==> src/rtl/traffic_light_monitor.sv <==
// Receiver-side monitor for the 2-bit traffic light bus: decodes lamps, checks
// sequence legality and dwell bounds, and falls back to flashing red on a fault.
module traffic_light_monitor #(
  parameter int MIN_DWELL = 1,
  parameter int MAX_DWELL = 16,
  parameter int FLASH_DIV = 4,
  parameter int CNT_W     = 16
) (
  input  logic             clk,
  input  logic             reset,
  input  logic [1:0]       light,
  input  logic             clear_fault,
  output logic             lamp_red,
  output logic             lamp_yellow,
  output logic             lamp_green,
  output logic             fault,
  output logic [1:0]       fault_code,
  output logic [CNT_W-1:0] cycle_count
);

  localparam int DW = $clog2(MAX_DWELL + 1);
  localparam int FW = $clog2(FLASH_DIV + 1);
  localparam logic [DW-1:0] MAX_D      = DW'(MAX_DWELL);
  localparam logic [DW-1:0] MIN_D      = DW'(MIN_DWELL);
  localparam logic [FW-1:0] FLASH_LAST = FW'(FLASH_DIV - 1);

  localparam logic [1:0] L_RED    = 2'b00;
  localparam logic [1:0] L_GREEN  = 2'b01;
  localparam logic [1:0] L_YELLOW = 2'b10;

  localparam logic [1:0] F_NONE    = 2'b00;
  localparam logic [1:0] F_ILLEGAL = 2'b01;
  localparam logic [1:0] F_SHORT   = 2'b10;
  localparam logic [1:0] F_STUCK   = 2'b11;

  typedef enum logic [1:0] {WAIT_RED, RUN, FAULT} state_t;

  state_t           r_state;
  logic [1:0]       r_prev;
  logic [DW-1:0]    r_dwell;
  logic [FW-1:0]    r_flash;
  logic [2:0]       r_lamps;
  logic             r_fault;
  logic [1:0]       r_code;
  logic [CNT_W-1:0] r_count;

  logic       w_legal;
  logic [2:0] w_decode;
  logic       w_raise;
  logic [1:0] w_code;

  assign w_legal = (r_prev == L_RED    && light == L_GREEN)  ||
                   (r_prev == L_GREEN  && light == L_YELLOW) ||
                   (r_prev == L_YELLOW && light == L_RED);
  assign w_decode = {light == L_RED, light == L_YELLOW, light == L_GREEN};

  // Fault detection for the current sample; illegal codes outrank short dwell.
  always_comb begin
    w_raise = 1'b0;
    w_code  = F_NONE;
    case (r_state)
      WAIT_RED: begin
        if (light != L_RED && r_dwell == MAX_D - DW'(1)) begin
          w_raise = 1'b1;
          w_code  = F_STUCK;
        end
      end
      RUN: begin
        if (light == r_prev) begin
          if (r_dwell == MAX_D) begin
            w_raise = 1'b1;
            w_code  = F_STUCK;
          end
        end else if (!w_legal) begin
          w_raise = 1'b1;
          w_code  = F_ILLEGAL;
        end else if (r_dwell < MIN_D) begin
          w_raise = 1'b1;
          w_code  = F_SHORT;
        end
      end
      default: ;
    endcase
  end

  always_ff @(posedge clk) begin
    if (reset) begin
      r_state <= WAIT_RED;
      r_prev  <= L_RED;
      r_dwell <= '0;
      r_flash <= '0;
      r_lamps <= 3'b100;
      r_fault <= 1'b0;
      r_code  <= F_NONE;
      r_count <= '0;
    end else if (w_raise) begin
      // The offending code never reaches the lamps; flashing starts on-phase.
      r_state <= FAULT;
      r_fault <= 1'b1;
      r_code  <= w_code;
      r_lamps <= 3'b100;
      r_flash <= '0;
    end else begin
      case (r_state)
        WAIT_RED: begin
          r_lamps <= 3'b100;
          if (light == L_RED) begin
            r_state <= RUN;
            r_prev  <= L_RED;
            r_dwell <= DW'(1);
          end else if (r_dwell != MAX_D) begin
            r_dwell <= r_dwell + DW'(1);
          end
        end
        RUN: begin
          r_lamps <= w_decode;
          if (light == r_prev) begin
            if (r_dwell != MAX_D) r_dwell <= r_dwell + DW'(1);
          end else begin
            r_prev  <= light;
            r_dwell <= DW'(1);
            if (r_prev == L_YELLOW) r_count <= r_count + CNT_W'(1);
          end
        end
        FAULT: begin
          if (clear_fault) begin
            r_state <= WAIT_RED;
            r_fault <= 1'b0;
            r_code  <= F_NONE;
            r_dwell <= '0;
            r_flash <= '0;
            r_lamps <= 3'b100;
          end else if (r_flash == FLASH_LAST) begin
            r_flash <= '0;
            r_lamps <= {~r_lamps[2], 2'b00};
          end else begin
            r_flash <= r_flash + FW'(1);
          end
        end
        default: r_state <= WAIT_RED;
      endcase
    end
  end

  assign lamp_red    = r_lamps[2];
  assign lamp_yellow = r_lamps[1];
  assign lamp_green  = r_lamps[0];
  assign fault       = r_fault;
  assign fault_code  = r_code;
  assign cycle_count = r_count;

endmodule

==> config.mk <==
export PLATFORM = sky130hd
export DESIGN_NAME = traffic_light_monitor
export DESIGN_NICKNAME = d
export VERILOG_FILES = /design/src/rtl/traffic_light_monitor.sv
export SDC_FILE = /design/constraint.sdc
export NUM_CORES = 1
export LEC_CHECK = 0
export BUFFER_PORTS_ARGS = -buffer_cell sky130_fd_sc_hd__buf_2
export CAP_MARGIN = 0
export CORE_MARGIN = 2
export CORE_UTILIZATION = 30
export CTS_BUF_LIST = sky130_fd_sc_hd__clkbuf_4
export DETAILED_ROUTE_END_ITERATION = 10
export GPL_ROUTABILITY_DRIVEN = 1
export GPL_TIMING_DRIVEN = 0
export RECOVER_POWER = 25
export SLEW_MARGIN = 30
export SYNTH_ARGS = -nofsm -noshare
export SYNTH_HDL_FRONTEND = slang
export SYNTH_SLANG_ARGS = --single-unit
export TNS_END_PERCENT = 5
==> constraint.sdc <==
create_clock -name clk -period 2.7 [get_ports clk]
set_input_delay 0.54 -clock clk [delete_from_list [all_inputs] [get_ports clk]]
set_output_delay 0.54 -clock clk [all_outputs]
set_load 0.05 [all_outputs]
After elaboration in Yosys (flattened, before gate mapping)
Index checks and enable logic that the tools add are counted.
Widths: inputs -> output; s select.
Storage, ports and cells
  word-level logic and storage cells: 91
  input bits: 5
  register bits: 34
  output and inout port bits: 22
Cells by class
  bitwise logic cells: 4
  order comparisons: 1
  reduce and logical (&&, ||, !) cells: 22
  add/subtract/negate cells: 3
  equality and inequality tests: 18
  multiplexer cells: 34
Operators by type and width (count)
  $mux 2: 12
  $mux 5: 4
  $add 16x1->16 const B: 1
  $pmux 5 s3: 1
  $mux 3: 4
  $ne 3x3->1 const B: 3
  $pmux 3 s3: 1
  $reduce_and 3->1: 3
  $mux 1: 8
  $ne 2x2->1 const B: 4
  $pmux 2 s2: 2
  $reduce_and 4->1: 2
  $reduce_bool 2->1: 4
  $eq 2x1->1 const B: 3
  $eq 2x2->1 const B: 3
  $logic_not 2->1: 3
  $pmux 2 s3: 1
  $add 5x1->5 const B: 1
  $eq 5x4->1 const B: 1
  $eq 5x5->1 const B: 1
  $lt 5x1->1 const B: 1
  $ne 5x5->1 const B: 1
  $logic_and 1x1->1: 4
  $not 1->1: 4
  8 further kinds: 10

Depth between registers and ports, before layout
  depth after elaboration: 9
  mapped depth: 10
  mapped depth without buffers: 8

Least setup slack after synthesis
OpenSTA, ideal clock, no wires.
  path type: input port to flip-flop
  from: input light[0]
  to: register r_count[11], in the netlist cycle_count[11]
  buffers on the path: 2
  required time: 2.630 ns
  stages: 8
  library setup time: 0.070 ns
  setup slack: 0.360 ns
  arrival: 2.269 ns
  path through: buf_2 mux2_4 o211ai_2 o21ai_4 or3_1 buf_2 or4_1 a21oi_1
On the way
  cells in the longest elaborated chain, start to end: 9
  elaborated cells on any way between the ends: 18
  classes of those cells: 3 x eq/ne; 4 x mux; 2 x bitwise; 9 x reduce/logical
RTL lines
  from (decl): RTL line 11  | input logic [1:0] light,
  $eq 2x1->1 or $eq 2x2->1 (tied branches): RTL line 52, 53
  $logic_and 1x1->1, on equally long branches: RTL line 52, 53
  $logic_or 1x1->1: RTL line 52  | assign w_legal = (r_prev == L_RED && light == L_GREEN) ||
  $logic_or 1x1->1: RTL line 53  | (r_prev == L_GREEN && light == L_YELLOW) ||
  $mux 1: RTL line 74  | end else if (!w_legal) begin
  $mux 1: RTL line 69  | if (light == r_prev) begin
  $pmux 1 s2: RTL line 61  | case (r_state)
  $not 1->1 (no source line)
  $reduce_and 4->1 (no source line) *
  to (signal assigned): RTL line 122  | if (r_prev == L_YELLOW) r_count <= r_count + CNT_W'(1);
  to (decl): RTL line 45  | logic [CNT_W-1:0] r_count;
Mark *: on every way between the ends. The rest lies on a longest branch, timed or not.
A chain may end at the register's enable or synchronous reset.

Worst setup path in the final report
  from: register r_dwell[0]
  to: register r_count[11], in the netlist cycle_count[11]
On the way
  cells in the longest elaborated chain, start to end: 7
  elaborated cells on any way between the ends: 12
  classes of those cells: 1 x order compare; 2 x eq/ne; 6 x mux; 1 x bitwise; 2 x reduce/logical
RTL lines
  from (decl): RTL line 40  | logic [DW-1:0] r_dwell;
  from (signal assigned): RTL line 112  | r_dwell <= r_dwell + DW'(1);
  from (signal assigned): RTL line 118  | if (r_dwell != MAX_D) r_dwell <= r_dwell + DW'(1);
  $lt 5x1->1: RTL line 77  | end else if (r_dwell < MIN_D) begin
  $mux 1: RTL line 77
  $mux 1: RTL line 74
  $mux 1: RTL line 69
  $pmux 1 s2 *: RTL line 61
  $not 1->1 (no source line) *
  $reduce_and 4->1 (no source line) *
Marked as above.

==> impl_results.md <==
- Largest cells by area after synthesis: dfxtp_1, ha_1, nor2_1
- Die height: between 80 and 90 µm
- Sequential area share after synthesis: 0.355
- TritonCTS Sinks: 34
- Placed insts: 337
- Setup Skew: 4.60 ps
- Crit Path Class: reg -> reg
- Via density per instance: 5.12
- Critical Path Max Stage Delay: roughly 400 ps
- Starting Density: 0.305
- Slew Viols, Final: 0
- Synthesized net count: 248
- FP Rows: 29
- Crit-path slowest cell: dfxtp_1
- P_leak: 0.000815 µW
- CP max FO: 10
- Outcome: complete, no violations
- Fraction of layout cells with a size suffix above 1: 0.116
- P per Cell Area: between 600 and 700 nW/µm²
- CP delay by family, top: buffers and inverters
- Worst-case clock buffer depth: 2
- Hold Path Class: reg -> reg
- P&R area growth vs syn: 15.1%
- Max VDD drop: about 0.22 mV
- Buffers on Ports: 26
- Synth top area share: 0.355
- Most used cell, CP: buf_2
- Worst-path cell chain: inv_1 -> ha_1 -> and3_1 -> clkbuf_1 -> a2bb2oi_2 -> or3_1 -> buf_2 -> buf_2 -> o31ai_1 -> a21oi_1
- Minimum clock period: 2430 ps
- GRT Resource Usage Total: 0.129
- Clock Pin Slew Worst Setup and Hold Paths: 110 ps
- Die W: 83.9 µm
- Largest net degree at the start of global routing: 11
- Synth unique cells: 44
- Number of synthesized flops with an enable pin: 0
- Placed cell area: 2150 µm²
- Ys Warns: 0
- Fillers: between 600 and 700
- Boundary pin count: 27
- Buf+Inv Stages, Crit Path: 4
- TritonCTS Buffers: 5
- Initial antenna violation count: 0
- Post-CTS Setup Bufs: 0
- GP Congestion: 0.785
- Die footprint: ~7000 µm²
- Post-DR wirelength/cell: 13.1 µm
- Routed WL: 4500 µm
- #FFs+latches synth: 34
- Worst hold margin: 432 ps
- Hold Fails Final Rpt: 0
- CP required: 2920 ps
- Clk root buf: clkbuf_4
- Final period util: 0.902
- Area of the multi-input gates: roughly 1100 µm²
- CTS tree: done
- Design area: ~2200 µm²
- Vias in the first global route: 1545
- Largest area contributor in the netlist: dfxtp_1
- Fmax: 411 MHz
- Worst Tran Pin Value: 674 ps
- Worst Setup Start Kind: register
- Final setup fails: 0
- DR DRC count: 0
- Max Cap Viol: 0
- Final std cells w/o fill: between 300 and 400
- Syn Std Cell Area: 1920 µm²
- Total core area: 6280 µm²
- Global route total overflow: 0
- Fin nets: 281
- Final ANT Viol Nets: 0
- Synth Instances: between 200 and 250
- Final TNS setup: 0 ps
- Most frequent cells in the layout: dfxtp_1, nor2_1, clkbuf_1
- Register area: approximately 700 µm²
- CP Capture Type: register
- Hold_buf cts: 0
- Syn_area_per_cell: 8.19 µm²
- Final core occ: 0.351
- RSZ-0062 raised after global routing: no
- Most common cell after layout, fill and taps aside: dfxtp_1
- CTS H-tree depth: 2
- Latest clock arrival within the worst-skew pair: 340 ps
- Worst slew margin: 0.551
- Initial DRC Count: around 110
- Hpwl dp: ~3200 µm
- FFs w/ async S/R, synth: 0
- Synth Flop Type: dfxtp_1
- First-pass GRT wire length: ~7300 µm
- N_diodes: 0
- WP data arrival: 2660 ps
- Drt pass-1 iters: 4
- Vias: 1761
## logic make-up after synthesis
group,after synthesis,share of synthesized area
multiplexers,7,0.0398
adder cells (fa/ha/maj),9,0.0587
AO/OA/AOI/OAI,50,0.172
XOR/XNOR,10,0.0457
AND/OR/NAND/NOR,102,0.279
buffers and inverters,22,0.0496
flip-flops,34,0.355
## final timing paths
kind | startpoint | to | slack [ps] | cells past startpoint
worst max-delay path | r_dwell[0] | cycle_count[11] | 270 | 10
worst min-delay path | r_flash[2] | r_flash[2] | 430 | 2
worst max register to register | r_dwell[0] | cycle_count[11] | 270 | 10
worst min register to register | r_flash[2] | r_flash[2] | 430 | 2
## routing by layer
metal | GRT usage | up-vias | wire length, µm
li1 | - | 906 | -
met1 | 0.179 | 828 | 2330
met2 | 0.192 | 21 | 1980
met3 | 0.0307 | 6 | 123
met4 | 0.0484 | 0 | 70
met5 | 0 | - | 0
## metrics by stage
stage	worst slack, ps	power, µW
after global routing	51.4	1450
after floorplan	360	904
after global placement	29.8	989
final	265	1370
after CTS	115	1380
after detailed placement	-42.8	1000
## flip-flops by register name, summed over array words and instances, names as in the netlist
signal       flops
r_dwell          5
r_prev           2
cycle_count     16
r_lamps          3
fault            1
r_flash          3
r_state          2
fault_code       2
## worst register-to-register path: stages (launching register included)
cell	delay, ps
dfxtp_1	410
inv_1	100
ha_1	210
and3_1	160
clkbuf_1	160
a2bb2oi_2	230
or3_1	370
buf_2	170
buf_2	200
o31ai_1	210
a21oi_1	90
## timing repair
| item | 4_1_cts | 5_1_grt |
|---|---|---|
| hold endpoints to repair | 0 | 0 |
| gates resized for setup | 0 | 2 |
| endpoints found under the setup margin | 0 | 10 |
## cell usage after synthesis (2+ instances only)
| cell | n |
|---|---|
| nor3_1 | 4 |
| nand4_1 | 5 |
| inv_1 | 9 |
| nand2_1 | 13 |
| clkbuf_1 | 8 |
| and3_1 | 7 |
| or4_1 | 4 |
| nor4_1 | 6 |
| nor2b_1 | 3 |
| o21ai_0 | 12 |
| and2_1 | 4 |
| xnor2_1 | 9 |
| nand3_1 | 11 |
| dfxtp_1 | 34 |
| nand4b_1 | 2 |
| o31ai_1 | 5 |
| nand2b_1 | 7 |
| mux2i_1 | 5 |
| a31oi_1 | 2 |
| nor2_1 | 27 |
| ha_1 | 9 |
| or3_1 | 6 |
| a21oi_1 | 17 |
| buf_2 | 4 |
| o32ai_1 | 2 |
## cell type report
| cell class | instances | area share |
|---|---|---|
| Timing Repair Buffer | 26 | 0.0510 |
| Tap cell | 77 | 0.0437 |
| Clock buffer | 5 | 0.0170 |
| Multi-Input combinational cell | 178 | 0.521 |
| Sequential cell | 34 | 0.309 |
| Inverter | 9 | 0.0153 |
| Buffer | 13 | 0.0284 |
| Clock inverter | 2 | 0.0153 |
## report_power, final
part	total (µW)	internal, µW	switching (µW)
sequential	576	538	38.0
clock	375	187	188
combinational	415	158	257
Note: power is estimated with default switching activity, not from simulation.
